==> src/rtl/sseg_scan_ctrl.sv <==
// Two-digit seven-segment scan controller for the mini motor board.
// Generates its own multiplex time base, inserts blanking gaps between the
// digits to avoid ghosting, and overrides both digits with a flashing "E"
// while the over-current alert latch is set.
module sseg_scan_ctrl #(
    parameter int PRESCALE    = 50000,
    parameter int DIGIT_TICKS = 4,
    parameter int BLANK_TICKS = 1
) (
    input  logic       CLK,
    input  logic       RST_N,
    input  logic       EN,
    input  logic       SW7,
    input  logic       SnsA,
    input  logic       OC_ALERT,
    input  logic       ALERT_ACK,
    output logic [6:0] SSEG_Data,
    output logic       Anode1,
    output logic       Anode2,
    output logic       ASEL,
    output logic       FRAME,
    output logic       ALERT
);

    localparam int PW   = (PRESCALE > 1) ? $clog2(PRESCALE) : 1;
    localparam int TMAX = (DIGIT_TICKS > BLANK_TICKS) ? DIGIT_TICKS : BLANK_TICKS;
    localparam int TW   = $clog2(TMAX + 1);

    localparam logic [PW-1:0] PS_LAST    = PW'(PRESCALE - 1);
    localparam logic [TW-1:0] DIGIT_LAST = TW'(DIGIT_TICKS - 1);
    localparam logic [TW-1:0] BLANK_LAST = (BLANK_TICKS > 0) ? TW'(BLANK_TICKS - 1) : '0;
    localparam bit            NO_BLANK   = (BLANK_TICKS == 0);
    localparam logic [6:0]    PAT_E      = 7'b1111001;

    typedef enum logic [2:0] {IDLE, BLANK1, SHOW1, BLANK2, SHOW2} state_t;

    state_t          state;
    state_t          next_state;
    logic [PW-1:0]   ps_cnt;
    logic [TW-1:0]   tick_cnt;
    logic            sw_meta, sw_sync;
    logic            sns_meta, sns_sync;
    logic            oc_meta, oc_sync;
    logic            alert_q, alert_next;
    logic            flash_q, flash_next;
    logic [6:0]      pat1_q, pat1_d;
    logic [6:0]      pat2_q, pat2_d;
    logic [6:0]      digit1, digit2;
    logic [6:0]      sseg_d;
    logic            an1_d, an2_d, asel_d;
    logic            in_blank, ps_hold, tick;
    logic            blank_done, show_done, frame_evt;
    logic            enter1, enter2;

    // With no blanking ticks the single-cycle BLANK states freeze the
    // prescaler so every digit still receives full-length ticks.
    assign in_blank   = (state == BLANK1) || (state == BLANK2);
    assign ps_hold    = NO_BLANK && in_blank;
    assign tick       = EN && !ps_hold && (ps_cnt == PS_LAST);
    assign blank_done = NO_BLANK || (tick && (tick_cnt == BLANK_LAST));
    assign show_done  = tick && (tick_cnt == DIGIT_LAST);
    assign frame_evt  = (state == SHOW2) && (next_state == BLANK1);

    assign alert_next = oc_sync | (alert_q & ~ALERT_ACK);
    assign ALERT      = alert_q;

    assign digit1 = {3'b000, ~sw_sync, ~sw_sync, 1'b1, sw_sync};
    assign digit2 = {~sns_sync, 1'b1, ~sns_sync, ~sns_sync, ~sns_sync, 1'b1, 1'b1};
    assign enter1 = (next_state == SHOW1) && (state != SHOW1);
    assign enter2 = (next_state == SHOW2) && (state != SHOW2);
    assign pat1_d = enter1 ? (alert_next ? PAT_E : digit1) : pat1_q;
    assign pat2_d = enter2 ? (alert_next ? PAT_E : digit2) : pat2_q;

    // Two-stage synchronizers for the asynchronous board inputs.
    always_ff @(posedge CLK or negedge RST_N) begin
        if (!RST_N) begin
            sw_meta  <= 1'b0;
            sw_sync  <= 1'b0;
            sns_meta <= 1'b0;
            sns_sync <= 1'b0;
            oc_meta  <= 1'b0;
            oc_sync  <= 1'b0;
        end else begin
            sw_meta  <= SW7;
            sw_sync  <= sw_meta;
            sns_meta <= SnsA;
            sns_sync <= sns_meta;
            oc_meta  <= OC_ALERT;
            oc_sync  <= oc_meta;
        end
    end

    // Scan prescaler: free-running while enabled, cleared when disabled.
    always_ff @(posedge CLK or negedge RST_N) begin
        if (!RST_N) begin
            ps_cnt <= '0;
        end else if (!EN) begin
            ps_cnt <= '0;
        end else if (!ps_hold) begin
            ps_cnt <= (ps_cnt == PS_LAST) ? '0 : ps_cnt + 1'b1;
        end
    end

    // State register.
    always_ff @(posedge CLK or negedge RST_N) begin
        if (!RST_N) begin
            state <= IDLE;
        end else begin
            state <= next_state;
        end
    end

    // Next-state logic: blank, show digit 1, blank, show digit 2, repeat.
    always_comb begin
        next_state = state;
        if (!EN) begin
            next_state = IDLE;
        end else begin
            case (state)
                IDLE:    next_state = BLANK1;
                BLANK1:  if (blank_done) next_state = SHOW1;
                SHOW1:   if (show_done)  next_state = BLANK2;
                BLANK2:  if (blank_done) next_state = SHOW2;
                SHOW2:   if (show_done)  next_state = BLANK1;
                default: next_state = IDLE;
            endcase
        end
    end

    // Tick counter restarts on every state change.
    always_ff @(posedge CLK or negedge RST_N) begin
        if (!RST_N) begin
            tick_cnt <= '0;
        end else if (next_state != state) begin
            tick_cnt <= '0;
        end else if (tick) begin
            tick_cnt <= tick_cnt + 1'b1;
        end
    end

    // Flash phase toggles once per frame and restarts dark-free from IDLE.
    always_comb begin
        flash_next = flash_q;
        if (next_state == IDLE) begin
            flash_next = 1'b0;
        end else if (frame_evt) begin
            flash_next = ~flash_q;
        end
    end

    // Output decode from the upcoming state so outputs line up with it.
    always_comb begin
        sseg_d = 7'b0;
        an1_d  = 1'b0;
        an2_d  = 1'b0;
        asel_d = 1'b0;
        case (next_state)
            SHOW1: begin
                sseg_d = pat1_d;
                an1_d  = !(alert_next && flash_next);
            end
            BLANK2: begin
                asel_d = 1'b1;
            end
            SHOW2: begin
                sseg_d = pat2_d;
                an2_d  = !(alert_next && flash_next);
                asel_d = 1'b1;
            end
            default: begin
                sseg_d = 7'b0;
            end
        endcase
    end

    // Alert latch, flash phase, captured patterns and registered outputs.
    always_ff @(posedge CLK or negedge RST_N) begin
        if (!RST_N) begin
            alert_q   <= 1'b0;
            flash_q   <= 1'b0;
            pat1_q    <= 7'b0;
            pat2_q    <= 7'b0;
            SSEG_Data <= 7'b0;
            Anode1    <= 1'b0;
            Anode2    <= 1'b0;
            ASEL      <= 1'b0;
            FRAME     <= 1'b0;
        end else begin
            alert_q   <= alert_next;
            flash_q   <= flash_next;
            pat1_q    <= pat1_d;
            pat2_q    <= pat2_d;
            SSEG_Data <= sseg_d;
            Anode1    <= an1_d;
            Anode2    <= an2_d;
            ASEL      <= asel_d;
            FRAME     <= frame_evt;
        end
    end

endmodule
==> config.mk <==
export PLATFORM = sky130hd
export DESIGN_NAME = sseg_scan_ctrl
export DESIGN_NICKNAME = d
export VERILOG_FILES = /design/src/rtl/sseg_scan_ctrl.sv
export SDC_FILE = /design/constraint.sdc
export NUM_CORES = 1
export LEC_CHECK = 0
export CAP_MARGIN = 20
export CORE_ASPECT_RATIO = 0.8
export CORE_MARGIN = 5
export CORE_UTILIZATION = 48
export DETAILED_ROUTE_END_ITERATION = 7
export PLACE_DENSITY = 0.68
export SYNTH_ARGS = -nofsm -noshare
export SYNTH_HDL_FRONTEND = slang
export SYNTH_SLANG_ARGS = --single-unit
==> constraint.sdc <==
create_clock -name CLK -period 4.5 [get_ports CLK]
set_input_delay 0.9 -clock CLK [delete_from_list [all_inputs] [get_ports CLK]]
set_output_delay 0.9 -clock CLK [all_outputs]
set_load 0.01 [all_outputs]
=== Yosys cells after proc, flatten, opt, wreduce, memory -nomap -nowiden ===
Cells that the tools add are included.

* Input bits: 7
* Output and inout bits: 12
* Logic and storage cells: 72
* Register bits: 55

* Reduce and logical (&&, ||, !) cells: 13
* Multiplexer cells: 20
* Bitwise gates (word level): 6
* Equality and inequality tests: 13
* Add/sub/neg operators: 2

{| class="wikitable"
|+ Operator list
! kind !! count
|-
| 2-to-1 mux 16 bit || 2
|-
| 2-to-1 mux 7 bit || 4
|-
| 2-to-1 mux 3 bit || 7
|-
| adder 16 x 1 -> 16 bit, second input constant || 1
|-
| == test 16 bit, second input constant || 1
|-
| == test 3 x 2 -> 1 bit, second input constant || 5
|-
| one-hot mux 3 bit (5 select lines) || 1
|-
| one-hot mux 7 bit (2 select lines) || 1
|-
| logical NOT 3 bit || 3
|-
| logical AND 1 bit || 7
|-
| == test 3 x 1 -> 1 bit, second input constant || 2
|-
| == test 3 bit, second input constant || 2
|-
| 2-to-1 mux 1 bit || 5
|-
| inverter 1 bit || 4
|-
| adder 3 x 1 -> 3 bit, second input constant || 1
|-
| inequality test 3 x 2 -> 1 bit, second input constant || 1
|-
| inequality test 3 bit || 1
|-
| inequality test 3 bit, second input constant || 1
|-
| nonzero test 2 bit || 1
|-
| OR reduction 2 bit || 1
|-
| AND 1 bit || 1
|-
| logical NOT 1 bit || 1
|-
| OR 1 bit || 1
|}

=== Longest topological paths before layout ===
Gate-level depths: netlist (run 1).

* Word-level depth: 13
* Mapped depth: 8
* Depth with buffers taken out: 7

=== Least setup slack after synthesis (run 1) ===
Ideal clock, no wire load.

* Kind: input-to-reg
* Start: input port EN
* End: register SSEG_Data[2]
* Library setup time: 0.149 ns
* Buffers on the path: 2
* Required time: 4.351 ns
* Stages: 7
* Path slack: 1.812 ns
* Arrival time: 2.539 ns
* Path through: clkbuf_1 -> nand4_1 -> nor4_1 -> and2_0 -> clkbuf_1 -> mux2i_1 -> o22ai_1

* Word-level cells in the longest chain between the ends: 9
* Elaborated cells on any way between the ends: 16
* Those cells by class: eq/ne (2); mux (9); reduce/logical (5)

{| class="wikitable"
|+ Ends and longest elaborated chain
! element !! RTL line !! source
|-
| start, declared || 12 || <nowiki>input logic EN,</nowiki>
|-
| logical AND 1 bit || 59 || <nowiki>assign tick = EN && !ps_hold && (ps_cnt == PS_LAST);</nowiki>
|-
| logical AND 1 bit, on equally long branches || 61, 60 ||
|-
| 2-to-1 mux 3 bit, on equally long branches || n/a ||
|-
| one-hot mux 3 bit (5 select lines) || 119 || <nowiki>case (state)</nowiki>
|-
| 2-to-1 mux 3 bit * || 116 || <nowiki>if (!EN) begin</nowiki>
|-
| == test 3 bit or == test 3 x 2 -> 1 bit (tied branches) || 70, 157, 69 ||
|-
| logical AND 1 bit, on equally long branches || 70, 69 ||
|-
| 2-to-1 mux 7 bit, on equally long branches || 72, 71 ||
|-
| one-hot mux 7 bit (2 select lines) * || 157 || <nowiki>case (next_state)</nowiki>
|-
| via sseg_d[2] || 49 || <nowiki>logic [6:0] sseg_d;</nowiki>
|-
| end signal, assigned || 193 || <nowiki>SSEG_Data <= sseg_d;</nowiki>
|-
| end, declared || 17 || <nowiki>output logic [6:0] SSEG_Data,</nowiki>
|}

The timed path passes the listed nets; every way through them passes the cells marked *.
A chain may end at the register's enable or synchronous reset.

=== Final worst setup path (run 1) ===
Same ends and word-level chain as after synthesis.

==> results of run 1 <==
routing by layer:
layer,track usage,part of all wire,vias to the layer above
met2,0.196,0.41,32
met3,0.0368,0.048,2
met4,0.0403,0.0056,0
met5,0,0,-
li1,-,-,812
met1,0.204,0.53,749
cells by family (layout without fill, tap and decap cells):
group           Yosys count  in the layout  synth area share
flops                    55             55             0.563
fa+ha+maj                 5              5            0.0246
mux                       5              5            0.0210
compound gates           27             27            0.0716
xor+xnor                 17             17            0.0609
buf+inv                  27             45            0.0450
simple gates             93             93             0.214
Yosys cell counts (2+ instances only):
| library cell | count |
|---|---|
| a21oi_1 | 5 |
| a31oi_1 | 2 |
| and2_1 | 3 |
| and3_1 | 4 |
| clkbuf_1 | 5 |
| dfrtp_1 | 55 |
| ha_1 | 4 |
| inv_1 | 19 |
| mux2i_1 | 4 |
| nand2_1 | 9 |
| nand2b_1 | 3 |
| nand3_1 | 9 |
| nand3b_1 | 2 |
| nand4_1 | 4 |
| nor2_1 | 35 |
| nor2b_1 | 2 |
| nor3_1 | 4 |
| nor4_1 | 4 |
| nor4_4 | 2 |
| o21ai_0 | 6 |
| o21ai_1 | 2 |
| o22ai_1 | 2 |
| o31ai_1 | 2 |
| o32ai_1 | 3 |
| or2_2 | 3 |
| or4b_4 | 2 |
| xnor2_1 | 6 |
| xor2_1 | 11 |
through the flow:
stage	setup slack (ps)	hold WS (ps)	utilization	std cells
after floorplan	1810	331	-	229
after global placement	1240	332	0.536	302
after detailed placement	1120	339	0.536	302
after CTS	1420	358	0.556	309
after global routing	1170	379	0.556	309
final	1390	358	0.556	309
path summary, 6_finish.rpt:
path                       startpoint      endpoint  slack, ps  depth (start not counted)
setup / recovery                   EN  SSEG_Data[2]       1390                          6
hold / removal               sns_meta      sns_sync        360                          0
setup reg to reg            ps_cnt[5]  SSEG_Data[3]       1690                          5
hold reg to reg              sns_meta      sns_sync        360                          0
max in group asynchronous       RST_N       flash_q       3340                          2
min in group asynchronous       RST_N          ASEL        700                          2
worst register-to-register path: stages (launching register included):
cell	delay, ps
dfrtp_1	440
or4b_4	610
or3_4	430
nor4_4	650
and3_1	400
o32ai_1	120
registers in the layout, summed over array words and instances (netlist names), 3 cells and up:
signal     flops
SSEG_Data      7
ps_cnt        16
tick_cnt       3
pat1_q         7
state          3
pat2_q         7
layout make-up:
class                      instances  area [sq um]  share of cell area
timing repair buffer              19           183              0.0659
sequential                        55          1380               0.497
inverter                          19          71.3              0.0257
multi-input combinational        147           960               0.346
clock inverter                     1          30.0              0.0108
clock buffer                       6          72.6              0.0262
tap                               62          77.6              0.0280
where the power goes:
part	internal (mW)	switching (mW)	leakage, nW
Clock	0.163	0.146	0.0513
Combinational	0.0113	0.0212	0.500
Sequential	0.500	0.00513	0.742
==> results.md, run 1 <==
* Vias in the first global route at 1518
* Longest Clk Path Bufs at 2
* Most common cell after layout, fill and taps aside: dfrtp_1
* Ant. Diodes at 0
* Final setup vio count at 0
* Distinct cells, synth at 45
* Mean routed wirelength per cell at 13.8 um
* Clock Skews at 8.39 ps
* Synth top area share at 0.563
* Initial DRC count at 57
* Final nets at 258
* Routed vias at 1595
* Antenna viol nets, final at 0
* # fillers at 420
* CTS resizes at 0
* Peak supply drop at 0.000194 V
* Num rows at 23
* GRT Util Overall at 0.137
* Clock buffer count from CTS at 5
* P per Cell Area at 305 nW/um^2
* Post-synthesis sequential area ratio at 0.563
* Area after DPL at 2670 sq um
* Antenna violations before repair at 0
* Mapped Area at 2450 sq um
* Clk sink count at 55
* Max stage delay on crit path at 630 ps
* Area of the core at 4980 sq um
* DRC viols at 0
* Top_reg_cell synth: dfrtp_1
* Hold-fix buffers, CTS at 0
* Crit path kind: in -> reg
* Dominant cell type by area after synthesis: dfrtp_1
* Status: completed
* H-tree depth at 2
* Global-route wire length before repair at 7310 um
* Critical Path Start Type: input pin
* Crit. End Element: flop
* Fmax at 322 MHz
* Total setup buffers inserted after CTS at 0
* Total congestion overflow at 0
* Root Buffer: clkbuf_8
* Max stage delay cell, worst path: clkdlybuf4s50_1
* CP bufs+invs at 1
* P&R area growth vs syn at 13.2%
* Crit-path cells: clkdlybuf4s50_1, nand4_1, nor4_1, and2_0, mux2i_1, o22ai_1
* Clock Latency Late Sink at 300 ps
* Final Max Tran Viols at 0
* Synth area leaders: dfrtp_1 (56%), nor2_1 (5.4%), xor2_1 (3.9%), inv_1 (2.9%), xnor2_1 (2.1%)
* Rel. slew slack at 0.298
* RePlAce Congestion at 0.795
* Aggregate routed wire length at 4250 um
* Min-Delay Path Class: reg -> reg
* Final hold violation count at 0
* Share of layout cells above drive strength 1 at 0.0729
* Post-detail-place hpwl at 2920 um
* CP required at 4650 ps
* Area of the die at 6630 sq um
* EDFF count, synth at 0
* RSZ-0062 raised after global routing: false
* Final setup TNS at 0 ps
* Tmin final at 3110 ps
* Largest net degree at the start of global routing at 56
* Max_cap viols at 0
* Synthesis Warnings at 0
* Design Area, Final at 2770 sq um
* Seq cells post-synth at 55
* Maximum fanout along the worst path at 9
* Synth Area per Inst at 10.7 sq um
* Die extent in x at 89.8 um
* Die Span Y at 73.9 um
* Part of the cycle the worst path needs at 0.690
* Leak at 1.29 nW
* TritonCTS clock tree: done
* Ys async rst share at 1.00
* Clock-pin slew of the registers on the worst-case setup and hold paths at 90 ps
* First-pass iteration count of the detailed router at 4
* Commonest non-fill, non-tap cells in the layout: dfrtp_1 (55), nor2_1 (35), inv_1 (19), clkdlybuf4s50_1 (17), xor2_1 (11)
* Post-synth net total at 240
* Vias per cell at 5.16
* Pwr Total at 846 uW
* # port buffers at 18
* Cell count after synthesis at 229
* CP Data Arrival Time at 3250 ps
* Gate family responsible for the most delay along the worst path: simple AND/OR/NAND/NOR gates
* Ports at 19
* Starting Density at 0.491
* Least-Margin Pin Slew at 1050 ps
Note: power is estimated with default switching activity, not from simulation.
==> run 2: changes to the inputs <==
Settings changed: PLACE_DENSITY 0.68 to 0.7.
Clock period 4.5 ns to 2.79 ns, I/O delays scaled along.
==> results.md, run 2 (synthesized netlist as in run 1, its figures left out) <==
* # fillers at 429
* Num rows at 23
* Final core utilization at 0.568
* TritonCTS clock tree: done
* CP required at 2980 ps
* Root Buffer: clkbuf_8
* Crit-path cells: or4b_4, or3_4, nor4_4, buf_4, and3_1, o32ai_1
* Clock-pin slew of the registers on the worst-case setup and hold paths at 100 ps
* Max stage delay cell, worst path: or4b_4
* Max stage delay on crit path at 590 ps
* Gate family responsible for the most delay along the worst path: simple AND/OR/NAND/NOR gates
* Clock Skews at 10.5 ps
* P&R area growth vs syn at 15.5%
* Antenna viol nets, final at 0
* # port buffers at 18
* Dpl cells at 310
* CP bufs+invs at 1
* Area of the die at 6630 sq um
* Crit path capture: SSEG_Data[4]
* Global-route wire length before repair at 7530 um
* H-tree depth at 2
* RSZ-0062 raised after global routing: false
* Aggregate routed wire length at 4320 um
* Max_cap viols at 0
* Ant. Diodes at 0
* First-pass iteration count of the detailed router at 4
* Clock buffer count from CTS at 5
* Maximum fanout along the worst path at 11
* P per Cell Area at 471 nW/um^2
* Peak supply drop at 0.000247 V
* DRC viols at 0
* Final hold violation count at 0
* Longest Clk Path Bufs at 2
* CP Data Arrival Time at 2680 ps
* Post-detail-place hpwl at 3100 um
* GRT Util Overall at 0.142
* CTS resizes at 0
* Largest Register: ps_cnt
* Critical Path Start Type: flop
* Largest net degree at the start of global routing at 56
* Largest register FFs at 16
* Ports at 19
* Routed vias at 1641
* Mean routed wirelength per cell at 13.6 um
* Status: completed
* Worst flop-to-flop path endpoint: SSEG_Data[4]
* Commonest non-fill, non-tap cells in the layout: dfrtp_1 (55), nor2_1 (35), inv_1 (19), clkdlybuf4s50_1 (17), xor2_1 (11)
* Leak at 1.33 nW
* Rel. slew slack at 0.549
* Die extent in x at 89.8 um
* Final setup vio count at 0
* Flop2flop setup slack at 300 ps
* Share of layout cells above drive strength 1 at 0.109
* Most common cell after layout, fill and taps aside: dfrtp_1
* Vias in the first global route at 1578
* Min-Delay Path Class: in -> async
* RePlAce Congestion at 0.864
* Fmax at 402 MHz
* CP Launch Point: ps_cnt[11]
* Final setup TNS at 0 ps
* Area of the core at 4980 sq um
* Critical R2R Launch: ps_cnt[11]
* Starting Density at 0.491
* Tmin final at 2490 ps
* Final Max Tran Viols at 0
* Total setup buffers inserted after CTS at 0
* Least-Margin Pin Slew at 676 ps
* Total congestion overflow at 0
* Part of the cycle the worst path needs at 0.892
* Vias per cell at 5.16
* Clk sink count at 55
* Initial DRC count at 145
* Final nets at 266
* Crit. End Element: flop
* Clock Latency Late Sink at 310 ps
* Antenna violations before repair at 0
* Die Span Y at 73.9 um
* Layout Cells excl Fill at 318
* FF-to-FF path depth at 6
* Crit path kind: reg -> reg
* CP Depth at 6
* Hold-fix buffers, CTS at 0
* Final hold slack at 350 ps
run 2: changes by cell type in the layout (fill, tap and decap cells not counted), sizes merged:
| cell | delta |
|---|---|
| buf | +8 |
| bufinv | -1 |
| clkinv | +1 |
| clkinvlp | +1 |
run 2: cell type report:
| cell class | instances | area (sq um) | area share |
|---|---|---|---|
| clock buffer | 6 | 82.6 | 0.0292 |
| tap | 62 | 77.6 | 0.0274 |
| inverter | 19 | 71.3 | 0.0252 |
| timing repair buffer | 27 | 243 | 0.0859 |
| multi-input combinational | 147 | 960 | 0.340 |
| clock inverter | 2 | 16.3 | 0.00575 |
| sequential | 55 | 1380 | 0.487 |
run 2: worst min path at each step:
| stage | endpoint | slack (ps) | start | cells after the start |
|---|---|---|---|---|
| 2_1_floorplan | ALERT | 260 | RST_N | 0 |
| 3_3_place_gp | sns_sync | 330 | sns_meta | 0 |
| 3_5_place_dp | sns_sync | 340 | sns_meta | 0 |
| 4_1_cts | sns_sync | 360 | sns_meta | 0 |
| 5_1_grt | sw_sync | 380 | sw_meta | 0 |
| 6_report | SSEG_Data[4] | 350 | RST_N | 2 |
run 2: where the power goes:
group / internal, mW / total (mW) / leakage, nW / switching (mW)
combinational: 0.0209 / 0.0561 / 0.539 / 0.0351
clock: 0.203 / 0.461 / 0.0474 / 0.258
sequential: 0.806 / 0.814 / 0.742 / 0.00783
total: 1.03 / 1.33 / 1.33 / 0.301
run 2: worst register-to-register path, stage by stage, from the launching register on:
cell and delay [ps]:
dfrtp_1 430, or4b_4 590, or3_4 450, nor4_4 250
buf_4 220, and3_1 310, o32ai_1 120
run 2: per-layer routing:
metal  vias to the layer above  part of all wire  GRT usage  routed length, um
met5                         -                 0          0                  0
met4                         0             0.014     0.0453                 60
met3                         7             0.037     0.0328                159
met2                        26              0.43      0.213               1860
met1                       779              0.52      0.204               2250
li1                        829                 -          -                  -
run 2: through the flow:
stage	power [mW]	instance area (sq um)	setup WS (ps)
2_1_floorplan	0.851	2450	444
3_3_place_gp	0.887	2730	248
3_5_place_dp	0.887	2730	248
4_1_cts	1.34	2830	300
5_1_grt	1.38	2830	191
6_report	1.33	2830	302
==> run 3: changes to the inputs <==
Settings changed: CAP_MARGIN 20 to unset.
==> results of run 3 <==
No change in the layout: final DEF, timing and power equal those of run 2.
